### config.mk
export PLATFORM = sky130hd
export DESIGN_NAME = uart_tx_arbiter
export DESIGN_NICKNAME = d
export VERILOG_FILES = /design/src/rtl/uart_tx_arbiter.sv
export SDC_FILE = /design/constraint.sdc
export NUM_CORES = 1
export LEC_CHECK = 0
export CORE_MARGIN = 5
export CORE_UTILIZATION = 58
export CTS_BUF_LIST = sky130_fd_sc_hd__clkbuf_8
export DETAILED_ROUTE_END_ITERATION = 8
export GPL_TIMING_DRIVEN = 1
export PLACE_DENSITY_LB_ADDON = 0.12
export SLEW_MARGIN = 10
export SYNTH_ARGS = -nofsm -noshare
export SYNTH_HDL_FRONTEND = slang
export SYNTH_SLANG_ARGS = --single-unit
### constraint.sdc
create_clock -name clk -period 5.45 [get_ports clk]
set_input_delay 0.8175 -clock clk [delete_from_list [all_inputs] [get_ports clk]]
set_output_delay 0.8175 -clock clk [all_outputs]
set_load 0.1 [all_outputs]
### src/rtl/uart_tx_arbiter.sv
// Four-requester round-robin arbiter feeding a single 8N1 UART transmitter.
// Bit timing is derived from the system clock with a 16-bit down-counter.
module uart_tx_arbiter #(
    parameter int CLKS_PER_BIT = 868
) (
    input  logic        clk,
    input  logic        rst_n,
    input  logic [3:0]  req_valid,
    input  logic [31:0] req_data,
    output logic [3:0]  req_ready,
    output logic        tx,
    output logic        busy,
    output logic [1:0]  grant_id
);

    typedef enum logic [1:0] {IDLE, START, DATA, STOP} state_t;

    localparam logic [15:0] BIT_LOAD = 16'(CLKS_PER_BIT - 1);

    state_t      state_reg,    state_next;
    logic [15:0] bit_cnt_reg,  bit_cnt_next;
    logic [2:0]  idx_reg,      idx_next;
    logic [1:0]  rr_ptr_reg,   rr_ptr_next;
    logic [1:0]  grant_id_reg, grant_id_next;
    logic [7:0]  shift_reg,    shift_next;
    logic        tx_reg,       tx_next;
    logic        busy_reg,     busy_next;

    logic [7:0]  req_byte [4];
    logic        grant_found;
    logic [1:0]  grant_idx;
    logic [1:0]  cand;
    logic        accept;
    logic        bit_done;

    generate
        for (genvar gi = 0; gi < 4; gi++) begin : g_unpack
            assign req_byte[gi] = req_data[8*gi +: 8];
        end
    endgenerate

    // Rotating-priority search: the first valid requester at or after rr_ptr wins.
    always_comb begin
        grant_found = 1'b0;
        grant_idx   = rr_ptr_reg;
        cand        = rr_ptr_reg;
        for (int k = 0; k < 4; k++) begin
            cand = rr_ptr_reg + k[1:0];
            if (!grant_found && req_valid[cand]) begin
                grant_found = 1'b1;
                grant_idx   = cand;
            end
        end
    end

    assign accept   = (state_reg == IDLE) && grant_found;
    assign bit_done = (bit_cnt_reg == 16'd0);

    always_ff @(posedge clk or negedge rst_n) begin
        if (!rst_n) begin
            state_reg    <= IDLE;
            bit_cnt_reg  <= 16'd0;
            idx_reg      <= 3'd0;
            rr_ptr_reg   <= 2'd0;
            grant_id_reg <= 2'd0;
            shift_reg    <= 8'd0;
            tx_reg       <= 1'b1;
            busy_reg     <= 1'b0;
        end else begin
            state_reg    <= state_next;
            bit_cnt_reg  <= bit_cnt_next;
            idx_reg      <= idx_next;
            rr_ptr_reg   <= rr_ptr_next;
            grant_id_reg <= grant_id_next;
            shift_reg    <= shift_next;
            tx_reg       <= tx_next;
            busy_reg     <= busy_next;
        end
    end

    // tx is registered, so the level for the upcoming bit is chosen at each boundary.
    always_comb begin
        state_next    = state_reg;
        bit_cnt_next  = bit_cnt_reg;
        idx_next      = idx_reg;
        rr_ptr_next   = rr_ptr_reg;
        grant_id_next = grant_id_reg;
        shift_next    = shift_reg;
        tx_next       = tx_reg;
        busy_next     = busy_reg;
        case (state_reg)
            IDLE: begin
                if (accept) begin
                    shift_next    = req_byte[grant_idx];
                    grant_id_next = grant_idx;
                    rr_ptr_next   = grant_idx + 2'd1;
                    bit_cnt_next  = BIT_LOAD;
                    state_next    = START;
                    tx_next       = 1'b0;
                    busy_next     = 1'b1;
                end
            end
            START: begin
                if (bit_done) begin
                    state_next   = DATA;
                    idx_next     = 3'd0;
                    bit_cnt_next = BIT_LOAD;
                    tx_next      = shift_reg[0];
                end else begin
                    bit_cnt_next = bit_cnt_reg - 16'd1;
                end
            end
            DATA: begin
                if (bit_done) begin
                    bit_cnt_next = BIT_LOAD;
                    if (idx_reg == 3'd7) begin
                        state_next = STOP;
                        tx_next    = 1'b1;
                    end else begin
                        idx_next = idx_reg + 3'd1;
                        tx_next  = shift_reg[idx_reg + 3'd1];
                    end
                end else begin
                    bit_cnt_next = bit_cnt_reg - 16'd1;
                end
            end
            STOP: begin
                if (bit_done) begin
                    state_next = IDLE;
                    busy_next  = 1'b0;
                end else begin
                    bit_cnt_next = bit_cnt_reg - 16'd1;
                end
            end
            default: state_next = IDLE;
        endcase
    end

    always_comb begin
        req_ready = 4'b0000;
        if (accept) begin
            req_ready = 4'b0001 << grant_idx;
        end
    end

    assign tx       = tx_reg;
    assign busy     = busy_reg;
    assign grant_id = grant_id_reg;

endmodule

## Word-level counts from Yosys, hierarchy flattened

Cells that the tools add are included.

| word-level totals | value |
|---|---|
| bits of input ports | 38 |
| flip-flop bits (word level) | 35 |
| word-level logic and storage cells | 95 |
| output and inout bits | 8 |

| operators by class | value |
|---|---|
| add/sub/neg operators | 6 |
| shifts and indexed selects | 1 |
| bitwise logic cells | 1 |
| equal/unequal tests | 11 |
| reduce and logical (&&, ||, !) cells | 19 |
| muxes and demuxes | 43 |
| order comparisons | 6 |

Operators by type and width:

| kind | number |
|---|---|
| 2-to-1 mux 16 bit | 3 |
| case mux 16 bit (3 select lines) | 1 |
| binary-select mux 8 bit (select 2 bit) | 1 |
| logical NOT 16 bit | 1 |
| 2-to-1 mux 2 bit | 8 |
| 2-to-1 mux 8 bit | 2 |
| subtractor 16 x 1 -> 16 bit, second input constant | 1 |
| 2-to-1 mux 1 bit | 15 |
| != test 2 bit, second input constant | 7 |
| < comparator 2 x 3 -> 1 bit, second input constant | 4 |
| 2-to-1 mux 3 bit | 3 |
| binary-select mux 1 bit (select 2 bit) | 4 |
| case mux 2 bit (4 select lines) | 1 |
| AND reduction 4 bit | 2 |
| case mux 3 bit (2 select lines) | 1 |
| AND reduction 5 bit | 1 |
| adder 2 x 1 -> 2 bit, second input constant | 2 |
| adder 2 bit, second input constant | 2 |
| equality test 2 bit, second input constant | 2 |
| logical AND 1 bit | 4 |
| < comparator 3 x 4 -> 1 bit, second input constant | 1 |
| 2-to-1 mux 4 bit | 1 |
| AND reduction 2 bit | 2 |
| nonzero test 2 bit | 2 |
| 14 further kinds | 16 |

## Logic depth before layout (Yosys ltp)

| depth | value |
|---|---|
| depth in word-level cells | 16 |
| gate-level depth with buffers | 9 |
| depth with buffers taken out | 7 |

## Worst setup path before layout

OpenSTA, ideal clock, no wires.

| timing | value |
|---|---|
| path type | in2out |
| start | input port req_valid[0] |
| end | output port req_ready[1] |
| required time | 4633 ps |
| data arrival time | 2756 ps |
| path buffers | 1 |
| path slack | 1877 ps |
| cell stages on the path | 6 |
| cells stage by stage | nor2b_1 > o21bai_1 > and3_1 > clkbuf_1 > ha_1 > and2_1 |

| on the way | value |
|---|---|
| longest elaborated chain between the ends | 14 |
| elaborated cells on any way between the ends | 24 |
| classes of those cells | shift (1); mux (16); reduce/logical (7) |

Ends and longest elaborated chain:

| item | RTL line | RTL |
|---|---|---|
| start, declared | 8 | `input logic [3:0] req_valid,` |
| binary-select mux 1 bit (select 2 bit) | 49 | `if (!grant_found && req_valid[cand]) begin` |
| 2-to-1 mux 1 bit (not written as such) | 49 |  |
| 2-to-1 mux 1 bit | 49 |  |
| logical NOT 1 bit | 49 |  |
| logical AND 1 bit | 49 |  |
| 2-to-1 mux 1 bit | 49 |  |
| logical NOT 1 bit | 49 |  |
| logical AND 1 bit | 49 |  |
| 2-to-1 mux 1 bit | 49 |  |
| logical NOT 1 bit | 49 |  |
| logical AND 1 bit | 49 |  |
| 2-to-1 mux 2 bit (*) | 49 |  |
| net grant_idx[0] | 31 | `logic [1:0] grant_idx;` |
| << shifter 1 x 2 -> 4 bit (*) | 142 | `req_ready = 4'b0001 << grant_idx;` |
| 2-to-1 mux 4 bit (*) | 141 | `if (accept) begin` |
| end, declared | 10 | `output logic [3:0] req_ready,` |

The timed path passes the listed nets; every way through them passes the cells marked *. The select of a mux whose other input is x is not followed.

## Final worst setup path

| timing | value |
|---|---|
| start | input port req_valid[3] |
| end | output port req_ready[0] |

| on the way | value |
|---|---|
| longest elaborated chain between the ends | 14 |
| elaborated cells on any way between the ends | 24 |
| classes of those cells | shift (1); mux (16); reduce/logical (7) |

Ends and longest elaborated chain:

| item | RTL line |
|---|---|
| binary-select mux 1 bit (select 2 bit) | 49 |
| 2-to-1 mux 1 bit (not written as such) | 49 |
| 2-to-1 mux 1 bit | 49 |
| logical NOT 1 bit | 49 |
| logical AND 1 bit | 49 |
| 2-to-1 mux 1 bit | 49 |
| logical NOT 1 bit | 49 |
| logical AND 1 bit | 49 |
| 2-to-1 mux 1 bit | 49 |
| logical NOT 1 bit | 49 |
| logical AND 1 bit | 49 |
| 2-to-1 mux 2 bit or 2-to-1 mux 1 bit (tied branches) | 49 |
| << shifter 1 x 2 -> 4 bit or logical AND 1 bit (tied branches) | 142, 56 |
| 2-to-1 mux 4 bit (*) | 141 |

Mark *: on every way between the ends. The rest lies on a longest branch, timed or not. The select of a mux whose other input is x is not followed.

==> flow_summary_export.csv <==
group,metric,value,unit
finish,fin_util,0.732,
cts,cts_max_level,2,
logic_synthesis,syn_avg_cell_area,8.98,um2
pwr,p_int,0.834,mW
finish,num_antenna_cells,0,
logic_synthesis,synth.ff_latch_count,35,
floorplan,core-area,0.00397,mm2
placement,gp_congestion,0.837,
global_routing,antenna_found_initial,0,
pwr,p_leak,1.27,nW
timing,final-hold-violation-count,0,
global_routing,grt_pass1_vias,2033,
placement,dpl.hpwl,4130,um
timing,setup_viol,0,
min_path,holdPathStages,1,
worst_setup_path,slowest_delay,0.57,ns
worst_setup_path,crit_type,"in2out",
logic_synthesis,synth_warnings,0,
logic_synthesis,netlist_area,0.00234,mm2
cts,clock-sinks,35,
logic_synthesis,async_reset_ff_frac,1.00,
timing,worstMarginPinSlew,1.04,ns
worst_setup_path,rr_worst_depth,7,
detailed_routing,first_pass_iters,4,
floorplan,ioPinCount,46,
logic_synthesis,synthAdderAreaFrac,0.0587,
logic_synthesis,synth_cell_types,49,
detailed_routing,wl_per_cell,14.9,um
detailed_routing,via_per_inst,6.01,
finish,nNetsFinal,353,
timing,whs,0.506,ns
cts,clock_latency,0.28,ns
timing,rsz0062_at_grt,"false",
finish,drive_gt1_frac,0.0820,
logic_synthesis,synthCells,261,
floorplan,die_x,73.6,um
detailed_routing,route.detailed.drc,0,
pwr,p_clk_frac,0.109,
timing,skew,0.0102,ns
pwr,p_sw_frac,0.479,
worst_setup_path,crit_slowest_cell,"clkdlybuf4s50_1",
logic_synthesis,synthSimpleGateAreaFrac,0.202,
floorplan,dieArea,0.00541,mm2
finish,syn_to_final_growth,23.9,%
logic_synthesis,synth.most_common_cell,"dfrtp_1",
logic_synthesis,syn_nets,310,
cts,cts-root-buf,"clkbuf_8",
global_routing,grt_use_total,0.214,
timing,timing.slew.headroom,0.294,
pwr,p_seq_frac,0.289,
cts,tritoncts,"built",
logic_synthesis,synthXorXnorAreaFrac,0.0149,
cts,cts_buffer_depth,2,
logic_synthesis,synth_common_cells,"34 x dfrtp_1, 30 x nor2_1, 17 x a211oi_1, 17 x inv_1",
pwr,powerDensity,551,mW/mm2
logic_synthesis,ys.flop_type,"dfrtp_1",
pwr,ir_worst_vdd,208,uV
finish,num-fill-cells,306,
logic_synthesis,synth_top_cell_by_area,"dfrtp_1",
cts,cts_buffers,5,
logic_synthesis,synth_compound_area_frac,0.223,
timing,max_freq,265,MHz
cts,ctsHoldBuffers,0,
run,max_cap_violations,0,
placement,placed_cells,347,
global_routing,grt_overflow,0,
placement,postPlaceCellArea,0.00282,mm2
worst_setup_path,crit_required,4.63,ns
floorplan,fp-row-count,23,
finish,final_design_area_no_fill,0.00291,mm2
global_routing,grt_max_degree,36,
logic_synthesis,ys_top_cells_by_area,"dfrtp_1 36%, ha_1 5.9%, a211oi_1 5.4%",
floorplan,fp.dieH,73.6,um
finish,final_cells,355,
pwr,netSwitchingPower,0.768,mW
timing,setup_tns,0,ns
placement,io_buffers,45,
logic_synthesis,synth_top_area_frac,0.363,
worst_setup_path,worstPathArrival,2.96,ns
global_routing,grt_pass1_wl,9100,um
min_path,hp-class,"reg2reg",
worst_setup_path,cp-end-kind,"primary output",
detailed_routing,drt_iter0_markers,148,
worst_setup_path,critPathMaxFanout,9,
cts,post_cts_resized,0,
timing,period_share,0.693,
detailed_routing,final_antenna_net_count,0,
worst_setup_path,crit_path_start_kind,"input port",
timing,period_needed,3.78,ns
timing,slew_viol_final,0,
run_status,status,"finished, final reports clean",
worst_setup_path,path_cells,"clkdlybuf4s50_1 -> a21boi_0 -> o21bai_1 -> and3_1 -> inv_1 -> ha_1 -> and2_1 -> buf_4",
cts,clkTransAtPathRegs,0.07,ns
detailed_routing,drt_wl_total,5300,um
finish,largest_reg_flops,16,
logic_synthesis,synthMuxAreaShare,0.0800,
logic_synthesis,ys_seq_area_frac,0.374,
logic_synthesis,synth_top_family_by_area,"compound AO/OA/AOI/OAI gates",
detailed_routing,vias,2133,
pwr,comb_power_share,0.602,
logic_synthesis,synth_edf_count,0,
floorplan,start_util,0.590,
cts,cts_setup_buffers,0,
==> worst paths after layout <==
kind,end,from,slack (ns)
worst max-delay path,req_ready[0],req_valid[3],1.67
worst min-delay path,grant_id[1]$_DFFE_PN0P_,grant_id[1]$_DFFE_PN0P_,0.51
min in group asynchronous,bit_cnt_reg[3]$_DFFE_PN0P_,rst_n,0.94
max in group asynchronous,tx$_DFFE_PN1P_,rst_n,4.17
worst max register to register,bit_cnt_reg[8]$_DFFE_PN0P_,bit_cnt_reg[0]$_DFFE_PN0P_,2.71
worst min register to register,grant_id[1]$_DFFE_PN0P_,grant_id[1]$_DFFE_PN0P_,0.51
==> routing by layer <==
metal  track usage  wire, um
met1         0.252      2160
met2         0.367      2630
met3        0.0588       379
met4        0.0865       127
met5             0         0
==> kinds of logic (layout without fill, tap and decap cells) <==
logic type,Yosys count,in the layout
adder cells (fa/ha/maj),11,11
XOR/XNOR,4,4
AO/OA/AOI/OAI,74,74
multiplexers,18,18
flip-flops,35,35
AND/OR/NAND/NOR,90,90
buffers and inverters,29,73
==> placed cells by master (no fill, tap or decap), types with 9 or more instances in the layout <==
master	instances
a211oi_1	17
a21oi_1	10
a31oi_1	9
clkdlybuf4s50_1	41
dfrtp_1	34
ha_1	11
inv_1	19
mux2i_1	12
nand2_1	10
nor2_1	30
nor3_1	12
==> metrics by stage <==
step / power [mW] / worst slack (ns)
2_1_floorplan: 1.21 / 1.88
4_1_cts: 1.60 / 1.67
3_3_place_gp: 1.40 / 1.77
5_1_grt: 1.73 / 1.41
6_report: 1.60 / 1.67
3_5_place_dp: 1.42 / 1.66
==> final cells by class <==
type	instances	area [um2]	area share
inverter	17	63.8	0.0220
clock inverter	3	12.5	0.00431
timing repair buffer	48	463	0.159
tap	50	62.6	0.0215
sequential	35	877	0.302
clock buffer	5	68.8	0.0237
multi-input combinational	197	1360	0.467
==> power by group through the flow <==
stage | sequential, mW | clock (mW) | combinational (mW)
after detailed placement | 0.464 | 0 | 0.958
after global routing | 0.478 | 0.189 | 1.06
after floorplan | 0.516 | 0 | 0.691
after global placement | 0.460 | 0 | 0.935
final | 0.464 | 0.175 | 0.964
after CTS | 0.461 | 0.177 | 0.966
==> worst max-delay path, delay by kind of cell <==
| family | cells | cell delay [ns] |
|---|---|---|
| AO/OA/AOI/OAI | 2 | 0.59 |
| buffers and inverters | 3 | 0.89 |
| adder cells (fa/ha/maj) | 1 | 0.19 |
| AND/OR/NAND/NOR | 2 | 0.48 |
Note: power is estimated with default switching activity, not from simulation.
==> RTL change 1: new RTL, same settings <==
Register the output `tx` once more, without a reset; this adds one clock of latency there. The other outputs are not delayed to match. Comments in the files are not updated.
--- a/src/rtl/uart_tx_arbiter.sv
+++ b/src/rtl/uart_tx_arbiter.sv
@@ -145,3 +145,5 @@
 
-    assign tx       = tx_reg;
+    always_ff @(posedge clk) begin
+        tx <= tx_reg;
+    end
     assign busy     = busy_reg;
Function: changed (a bounded check fails within 4 cycles, from zero or initial values and one cycle with rst_n low).
==> RTL change 1 against the original RTL <==
Sequential cell count rose by 1; hold slack worse by 0.10 ns; count of clock-buffer cells in the layout is 1 higher; synthesized area grew 0.85%; cell area up 0.99%; clock power rose by 6%; worst setup slack worse by 0.023 ns; routed wire length fell by 1.4%; power rose by 2.0%; synthesized cell count grew 0.38%; largest power group unchanged.
==> RTL change 1: results (changes against the original RTL) <==
| Metric | Value |
|---|---|
| HPWL after DPL | `4.14 mm (+0.31%)` |
| First-pass GRT wire length | `9.13 mm (+0.30%)` |
| Nets | `354 (+0.28%)` |
| Vias/cell | `5.92 (-1.5%)` |
| Post-Route WL | `5.22 mm (-1.4%)` |
| Worst reg2reg path endpoint | `bit_cnt_reg[10]$_DFFE_PN0P_` |
| Ys async rst share | `97.2% (-2.8 points)` |
| HP Class | `reg -> reg` |
| Hold_sp | `tx_reg$_DFFE_PN1P_` |
| Cell variety after synth | `50 (+2.0%)` |
| Gpl congestion | `0.834 (-0.31%)` |
| Layout cells sized above 1 | `8.17% (-0.027 points)` |
| Pin count of the biggest net entering global routing | `36 (unchanged)` |
| Final hold slack | `0.406 ns (-0.0998 ns)` |
| Outcome | `finished clean` |
| Synth area leaders | `dfrtp_1 (36%), ha_1 (5.8%), a211oi_1 (5.4%)` |
| DP Area | `0.00284 mm^2 (+0.71%)` |
| Worst Tran Pin Value | `0.989 ns (-0.0561 ns)` |
| Vias | `2107 (-1.2%)` |
| Xor/xnor share of the synthesized area | `1.48% (-0.013 points)` |
| Syn nets | `311 (+0.32%)` |
| Critical Path AT | `2.98 ns (+0.02 ns)` |
| Leak | `1.28 nW (+0.91%)` |
| Setup Skew | `0.00411 ns (-0.00608 ns)` |
| 1st-iter DRT viols | `169 (+14%)` |
| Multiplexer area fraction after synthesis | `7.94% (-0.068 points)` |
| Top_reg_cell synth | `dfrtp_1` |
| Synthesized-area fraction occupied by adder cells | `5.82% (-0.050 points)` |
| Synth Area in Compound Gates | `22.1% (-0.19 points)` |
| Post-Synthesis Cells | `262 (+0.38%)` |
| Post-CTS setup buffer count | `0 (unchanged)` |
| Post-synthesis sequential area ratio | `37.9% (+0.53 points)` |
| Critical path's largest stage delay | `0.57 ns (about the same)` |
| VDD IR-drop max | `0.000402 V (+94%)` |
## RTL change 1: cells by family (layout without fill, tap and decap cells)
group / after synthesis / count (layout)
and+or+nand+nor: 90 / 90
AOI/OAI and AO/OA: 74 / 74
buffers and inverters: 29 / 73
xor gates and xnor gates: 4 / 4
DFF: 36 / 36
adders and majority gates: 11 / 11
muxes: 18 / 18
## RTL change 1: through the flow
step                      power, mW  worst slack [ns]
after global routing           1.77              1.49
after floorplan                1.23              1.88
after detailed placement       1.45              1.66
final                          1.63              1.65
after CTS                      1.64              1.66
after global placement         1.42              1.79
## RTL change 1: routing by layer
layer	wire length, um	up-vias	part of all wire (%)	GRT usage, %
met5	0	-	0	0
met4	92	0	1.8	8.85
met3	318	12	6.1	6.02
met2	2510	69	48	35.5
met1	2300	979	44	26.0
li1	-	1047	-	-
## RTL change 1: worst register-to-register path: cells and delay by family, from the launching register on
family / cells / cell delay [ns]
DFF: 1 / 0.40
AOI/OAI and AO/OA: 1 / 0.53
adders and majority gates: 1 / 0.17
buffers and inverters: 1 / 0.07
and+or+nand+nor: 4 / 1.44
## RTL change 1: layout make-up
cell class	count	area, um^2
clock inverter	2	7.51
timing repair buffer	48	463
multi-input combinational	197	1360
inverter	17	63.8
clock buffer	6	82.6
fill	302	1040
sequential	36	897
tap	50	62.6
## RTL change 1: worst min-delay path by stage
stage                 endpoint  depth (start not counted)
floorplan           tx$_DFF_P_                          0
CTS                 tx$_DFF_P_                          0
detailed placement  tx$_DFF_P_                          0
global route        tx$_DFF_P_                          0
global placement    tx$_DFF_P_                          0
finish              tx$_DFF_P_                          0
## RTL change 1: power by group
part           internal [mW]  switching [mW]
clock network         0.0992          0.0868
logic                  0.384           0.588
registers              0.377           0.100
==> RTL change 2: new RTL, config.mk and constraints unchanged <==
Without the edit above. Set the parameter `CLKS_PER_BIT` to 512 (it was 868).
--- a/src/rtl/uart_tx_arbiter.sv
+++ b/src/rtl/uart_tx_arbiter.sv
@@ -3,3 +3,3 @@
 module uart_tx_arbiter #(
-    parameter int CLKS_PER_BIT = 868
+    parameter int CLKS_PER_BIT = 512
 ) (
Function: no difference found for any inputs over 10 cycles, from zero or initial values and one cycle with rst_n low; that may be too few to reach the edited logic, so the function may still have changed.
==> RTL change 2 against the original RTL <==
Cell area shrank 0.39%; core utilization down 0.28 points; synthesized area rose by 0.48%; routed wire length up 0.70%; clock skew is 0.0062 ns lower; sequential cell count did not move; power is 5.6% lower; worst setup slack lost 0.31 ns; highest routed layer unchanged.
==> RTL change 2: results (changes against the original RTL) <==
| Metric | Value |
|---|---|
| Layout cells sized above 1 | `11.0% (+2.8 points)` |
| Setup Skew | `0.00399 ns (-0.00621 ns)` |
| Synth Area in Compound Gates | `21.3% (-0.96 points)` |
| Cell variety after synth | `54 (+10%)` |
| HPWL after DPL | `3.99 mm (-3.2%)` |
| Synth cell count leaders | `dfrtp_1 (34), nor2_1 (24), a21oi_1 (20), nand2_1 (20), mux2i_1 (16)` |
| Slowest stage cell, crit path | `o21ai_2` |
| First-pass GRT wire length | `8.90 mm (-2.2%)` |
| R2R cell count | `5 (-2)` |
| Vias | `1977 (-7.3%)` |
| Post-place setup slack | `1.36 ns (-0.303 ns)` |
| Gpl congestion | `0.811 (-3.1%)` |
| Vias in the first global route | `1949 (-4.1%)` |
| Xor/xnor share of the synthesized area | `1.49% (-0.0071 points)` |
| Routed len/inst | `16.0 um (+7.4%)` |
| All-Layer GR Usage | `21.1% (-0.39 points)` |
| DP Area | `0.00281 mm^2 (-0.35%)` |
| Leak | `1.26 nW (-0.67%)` |
| Multiplexer area fraction after synthesis | `10.6% (+2.6 points)` |
| Worst Tran Pin Value | `1.13 ns (+0.0836 ns)` |
| Synth area leaders | `dfrtp_1 (36%), mux2i_1 (6.8%), ha_1 (6.4%)` |
| Worst-path maximum fanout | `19 (+10)` |
| Nets | `332 (-5.9%)` |
| Syn nets | `288 (-7.1%)` |
| Outcome | `finished clean` |
## RTL change 2: cell count changes after synthesis, moves of 8 or more
cell / change
inv_1: -9
a21oi_1: +10
o221ai_1: +8
clkbuf_1: -8
a211oi_1: -17
nor3_1: -11
nand2_1: +10
## RTL change 2: routing by layer
layer,share of wire (%),vias to the layer above,wire length [um]
met5,0,-,0
li1,-,978,-
met1,45,943,2400
met2,49,54,2600
met4,0.39,0,21
met3,5.8,2,310
## RTL change 2: layout make-up
type                       instances  area, um^2  area share (%)
multi-input combinational        186        1400            48.2
sequential                        35         877            30.3
timing repair buffer              46         448            15.5
clock buffer                       5        68.8            2.38
tap                               50        62.6            2.16
inverter                           8        30.0            1.04
clock inverter                     3        11.3           0.389
## RTL change 2: metrics by stage
| step | utilization, % | instances |
|---|---|---|
| after CTS | 72.9 | 333 |
| after global routing | 72.9 | 333 |
| after floorplan | - | 238 |
| after global placement | 70.9 | 325 |
| after detailed placement | 70.9 | 325 |
| final | 72.9 | 333 |
## RTL change 2: worst paths after layout
kind | start | endpoint | slack (ns)
min in group asynchronous | rst_n | bit_cnt_reg[3]$_DFFE_PN0P_ | 0.96
worst min-delay path | shift_reg[5]$_DFFE_PN0P_ | shift_reg[5]$_DFFE_PN0P_ | 0.50
max in group asynchronous | rst_n | tx$_DFFE_PN1P_ | 4.14
worst max register to register | state_reg[0]$_DFFE_PN0P_ | rr_ptr_reg[0]$_DFFE_PN0P_ | 2.99
worst min register to register | shift_reg[5]$_DFFE_PN0P_ | shift_reg[5]$_DFFE_PN0P_ | 0.50
worst max-delay path | req_valid[2] | req_ready[1] | 1.36
## RTL change 2: power breakdown
part / total (mW) / switching (mW) / internal [mW]
clock: 0.171 / 0.0862 / 0.0851
sequential: 0.457 / 0.0966 / 0.361
combinational: 0.884 / 0.530 / 0.354
